[src/rtl/ibex_clk_gate_ctrl.sv]
// Sleep/wake sequencer for the Ibex core clock gate: gates after an idle
// window, restores the clock on any wake source and acknowledges after a settle delay.
module ibex_clk_gate_ctrl #(
  parameter int unsigned IdleCycles = 4,
  parameter int unsigned WakeCycles = 2,
  parameter int unsigned CntWidth   = 32
) (
  input  logic                clk_i,
  input  logic                rst_i,
  input  logic                core_sleep_i,
  input  logic                irq_pending_i,
  input  logic                debug_req_i,
  input  logic                gate_disable_i,
  output logic                clk_en_o,
  output logic                gated_o,
  output logic                wake_ack_o,
  output logic [CntWidth-1:0] gated_cycles_o,
  input  logic                cnt_clr_i
);

  typedef enum logic [1:0] {
    RUN   = 2'd0,
    IDLE  = 2'd1,
    GATED = 2'd2,
    WAKE  = 2'd3
  } state_e;

  localparam logic [7:0] IdleLoad = 8'(IdleCycles - 1);
  localparam logic [7:0] WakeLoad = 8'(WakeCycles - 1);

  state_e              state_q, state_d;
  logic [7:0]          cnt_q, cnt_d;
  logic                clk_en_q, clk_en_d;
  logic                gated_q, gated_d;
  logic                wake_ack_q, wake_ack_d;
  logic [CntWidth-1:0] gated_cycles_q;
  logic                wake, sleep;

  assign wake  = irq_pending_i | debug_req_i | gate_disable_i;
  assign sleep = core_sleep_i & ~wake;

  always_ff @(posedge clk_i) begin
    if (rst_i) begin
      state_q    <= RUN;
      cnt_q      <= '0;
      clk_en_q   <= 1'b1;
      gated_q    <= 1'b0;
      wake_ack_q <= 1'b0;
    end else begin
      state_q    <= state_d;
      cnt_q      <= cnt_d;
      clk_en_q   <= clk_en_d;
      gated_q    <= gated_d;
      wake_ack_q <= wake_ack_d;
    end
  end

  always_comb begin
    state_d = state_q;
    cnt_d   = cnt_q;
    unique case (state_q)
      RUN: begin
        if (sleep) begin
          cnt_d   = IdleLoad;
          state_d = IDLE;
        end
      end
      IDLE: begin
        if (!sleep) begin
          cnt_d   = '0;
          state_d = RUN;
        end else if (cnt_q == '0) begin
          state_d = GATED;
        end else begin
          cnt_d = cnt_q - 8'd1;
        end
      end
      GATED: begin
        if (wake) begin
          cnt_d   = WakeLoad;
          state_d = WAKE;
        end
      end
      WAKE: begin
        if (cnt_q == '0) begin
          state_d = RUN;
        end else begin
          cnt_d = cnt_q - 8'd1;
        end
      end
      default: begin
        cnt_d   = '0;
        state_d = RUN;
      end
    endcase
  end

  // Outputs are decoded from the next state and then flopped, so the gate
  // latch sees a registered, glitch-free enable that tracks the state exactly.
  always_comb begin
    clk_en_d   = (state_d != GATED);
    gated_d    = (state_d == GATED);
    wake_ack_d = (state_q == WAKE) && (cnt_q == '0);
  end

  always_ff @(posedge clk_i) begin
    if (rst_i || cnt_clr_i) begin
      gated_cycles_q <= '0;
    end else if ((state_q == GATED) && (gated_cycles_q != '1)) begin
      gated_cycles_q <= gated_cycles_q + 1'b1;
    end
  end

  assign clk_en_o       = clk_en_q;
  assign gated_o        = gated_q;
  assign wake_ack_o     = wake_ack_q;
  assign gated_cycles_o = gated_cycles_q;

endmodule
[config.mk]
export PLATFORM = sky130hd
export DESIGN_NAME = ibex_clk_gate_ctrl
export DESIGN_NICKNAME = d
export VERILOG_FILES = /design/src/rtl/ibex_clk_gate_ctrl.sv
export SDC_FILE = /design/constraint.sdc
export NUM_CORES = 1
export LEC_CHECK = 0
export CAP_MARGIN = 5
export CORE_MARGIN = 2
export CORE_UTILIZATION = 56
export DETAILED_ROUTE_END_ITERATION = 7
export PLACE_DENSITY_LB_ADDON = 0.3
export SLEW_MARGIN = 0
export SYNTH_ARGS = -nofsm -noshare
export SYNTH_HDL_FRONTEND = slang
export SYNTH_SLANG_ARGS = --single-unit
export TNS_END_PERCENT = 30
[constraint.sdc]
create_clock -name clk_i -period 3.8 [get_ports clk_i]
set_clock_uncertainty 0.15 [all_clocks]
set_input_delay 0.76 -clock clk_i [delete_from_list [all_inputs] [get_ports clk_i]]
set_output_delay 0.76 -clock clk_i [all_outputs]
set_load 0.03 [all_outputs]
==> flow_summary_export.csv <==
group,metric,value,unit
synthesis,synth_edf_count,0,
cts,cts-root-buf,"clkbuf_8",
die,die_w,68.7,um
synthesis,synthCells,293,
setup_path,path_depth,5,
grt,grt_max_degree,32,
timing,finalCriticalPeriod,2710,ps
layout,drive_above_1_share,3.32,%
power,power_leakage,0.837,nW
route,wire_per_inst,14.6,um
setup_path,crit_path_max_incr_delay,880,ps
grt,antenna_found_initial,0,
worst_hold_path,min_path_type,"flip-flop to flip-flop",
timing,fin_tns_setup,0,ps
route,first_pass_iters,4,
cts,cts_setup_buffers,0,
cts,htree_levels,2,
synthesis,async_flop_share,0,%
timing,clock.fmax,369,MHz
route,drcViolationCount,0,
synthesis,syn_nets,303,
setup_path,cp_top_family,"simple AND/OR/NAND/NOR gates",
setup_path,worstRegToRegCells,5,
placement,port_buffers,41,
setup_path,worstPathCellList,"nand3_2, nor4_2, nor4b_4, o21ai_0, a21oi_1",
cts,clkTransAtPathRegs,80,ps
die,die_y,68.7,um
die,core_area,4030,um^2
timing,tightest_slew,1010,ps
setup_path,ff2ff_setup_slack,1090,ps
setup_path,startpoint_type,"flip-flop",
placement,dpl.hpwl,3820,um
route,final_antenna_net_count,0,
synthesis,synth.distinct_cells,41,
timing,max_slew_margin,32.3,%
synthesis,yosysTopAreaCellShare,38.4,%
timing,setup_viol,0,
setup_path,crit_buf_inv,0,
route,drt_iter0_markers,187,
setup_path,worstSetupEndpoint,"gated_cycles_o[13]",
setup_path,r2r-start,"gated_cycles_o[2]",
setup_path,rr_endpoint,"gated_cycles_o[13]",
layout,nets,340,
setup_path,cp_data_arrival_time,2790,ps
cts,clkLatencyLatePin,300,ps
grt,gr-total-overflow,0,
cts,clock_sinks,45,
grt,gr-usage-all-layers,24.2,%
cts,ctsHoldBuffers,0,
synthesis,synth_top_area_cell,"dfxtp_1",
timing,fin_crit_sh,71.4,%
synthesis,ys_seq_area_share,38.4,%
cts,cts_tree,"done",
setup_path,endpoint_kind,"flip-flop",
power,power.internal,617,uW
synthesis,yosysWarnings,0,
die,top_level_ports,42,
worst_hold_path,worstHoldPathCells,1,
synthesis,ys_seq_elements,45,
layout,antenna_cells,0,
placement,dp.cells,373,
power,pwr-share-comb,4.1,%
die,initial_core_util,58.3,%
synthesis,synth_area_leaders,"dfxtp_1 (38%), or3_1 (7.5%), a21oi_1 (7.0%), o21ai_0 (5.3%), nand2_1 (4.5%)",
layout,instances_no_fill,381,
die,placementRows,23,
route,vias,2385,
layout,fillerInstances,346,
timing,hold_viol_final,0,
power,ir_drop,0.197,mV
route,viasPerCell,6.26,
setup_path,cp_slowest_cell,"nor4b_4",
synthesis,netlist_area,2350,um^2
timing,drv_slew,0,
timing,grt_setup_unrepaired,"false",
setup_path,crit_path_max_fanout,28,
placement,gp_congestion,0.887,
layout,syn2layout_area_growth,21.7,%
flow_run,drv_cap,0,
setup_path,crit_required,3870,ps
power,p_clk_share,36.4,%
power,swShare,22.6,%
synthesis,yosys_most_used_dff,"dfxtp_1",
cts,ctsResizeCount,0,
cts,cts_buffers,5,
run_status,status,"finished, final reports clean",
grt,grt_first_pass_wirelength,8800,um
cts,clockBufferDepth,2,
route,drt-total-wl,5550,um
power,powerDensity,279,nW/um^2
power,power_switching,180,uW
grt,grt_pass1_vias,2030,
power,p_seq_share,59.4,%
die,dieArea,4730,um^2
synthesis,syn_avg_cell_area,8.01,um^2
setup_path,worst-setup-path-type,"flip-flop to flip-flop",
setup_path,worstSetupStartpoint,"gated_cycles_o[2]",
-- per-stage QoR --
stage	area (um^2)	total power, mW	util, %	hold slack (ps)	worst slack, ps
floorplan	2350	0.505	-	299	1480
global placement	2780	0.517	68.9	317	932
finish	2860	0.797	70.9	343	1090
detailed placement	2780	0.518	68.9	328	885
global route	2860	0.818	70.9	373	887
CTS	2860	0.798	70.9	340	1140
-- logic make-up after synthesis --
group           synth area share (%)
simple gates                    34.1
compound gates                  21.8
flops                           38.4
buf+inv                         3.41
fa+ha+maj                       1.60
xor+xnor                       0.746
-- power groups by stage --
| stage | combinational (mW) | clock (mW) | sequential [mW] |
|---|---|---|---|
| finish | 0.0331 | 0.290 | 0.474 |
| global route | 0.0372 | 0.307 | 0.474 |
| CTS | 0.0329 | 0.292 | 0.474 |
| detailed placement | 0.0327 | 0 | 0.485 |
| global placement | 0.0324 | 0 | 0.485 |
| floorplan | 0.0212 | 0 | 0.484 |
-- worst min-delay path by stage --
stage	from	to	slack, ps
after CTS	cnt_q[7]	cnt_q[7]	340
after global placement	cnt_q[7]	cnt_q[7]	320
final	cnt_q[7]	cnt_q[7]	340
after detailed placement	cnt_q[7]	cnt_q[7]	330
after floorplan	cnt_q[7]	cnt_q[7]	300
after global routing	gated_cycles_o[20]	gated_cycles_o[20]	370
-- synthesized netlist by cell type, types with 2 or more instances --
library cell and instances:
a211o_1 2, a21oi_1 33, a311oi_1 5, a31oi_1 3, and2_1 2, and3_1 3
and4_1 6, buf_4 2, clkbuf_1 10, dfxtp_1 45, ha_1 3, inv_1 6
nand2_1 28, nand2b_1 4, nand3_1 14, nand4_1 9, nor2_1 11, nor3_1 9
nor3b_1 2, nor4_1 4, o211ai_1 4, o21ai_0 25, o31ai_1 7, or3_1 28
or4_1 11, xor2_1 2
-- layer usage --
metal  vias up  share of wire [%]  GRT usage (%)  wire length, um
met1      1112                 46           31.9             2540
met5         -                  0              0                0
met4         0                1.6           10.3               89
met3        10                4.7           3.90              258
met2        64                 48           39.3             2650
li1       1199                  -              -                -
-- registers in the layout, indices dropped and copies added, names as in the netlist --
name	cells
gated_cycles_o	32
cnt_q	8
state_q	2
clk_en_o	1
gated_o	1
wake_ack_o	1
-- layout by cell type (no fill, tap or decap), drive strengths merged, types with 2 or more instances in the layout --
| master | n |
|---|---|
| dfxtp | 45 |
| clkdlybuf4s50 | 41 |
| a21oi | 33 |
| or3 | 28 |
| nand2 | 28 |
| o21ai | 25 |
| nand3 | 15 |
| nor2 | 11 |
| or4 | 11 |
| nor3 | 9 |
| nand4 | 9 |
| clkbuf | 8 |
| o31ai | 7 |
| inv | 6 |
| and4 | 6 |
| a311oi | 5 |
| nor4 | 5 |
| nand2b | 4 |
| o211ai | 4 |
| a31oi | 3 |
| and3 | 3 |
| ha | 3 |
| a211o | 2 |
| nor3b | 2 |
| and2 | 2 |
| xor2 | 2 |
| buf | 2 |
-- final cells by class --
type / count / area, um^2 / share of cell area [%]
Sequential cell: 45 / 901 / 31.5
Timing Repair Buffer: 43 / 425 / 14.9
Clock buffer: 8 / 80.1 / 2.80
Inverter: 6 / 22.5 / 0.788
Tap cell: 50 / 62.6 / 2.19
Multi-Input combinational cell: 229 / 1370 / 47.8
Power figures use the tool's default switching activity.
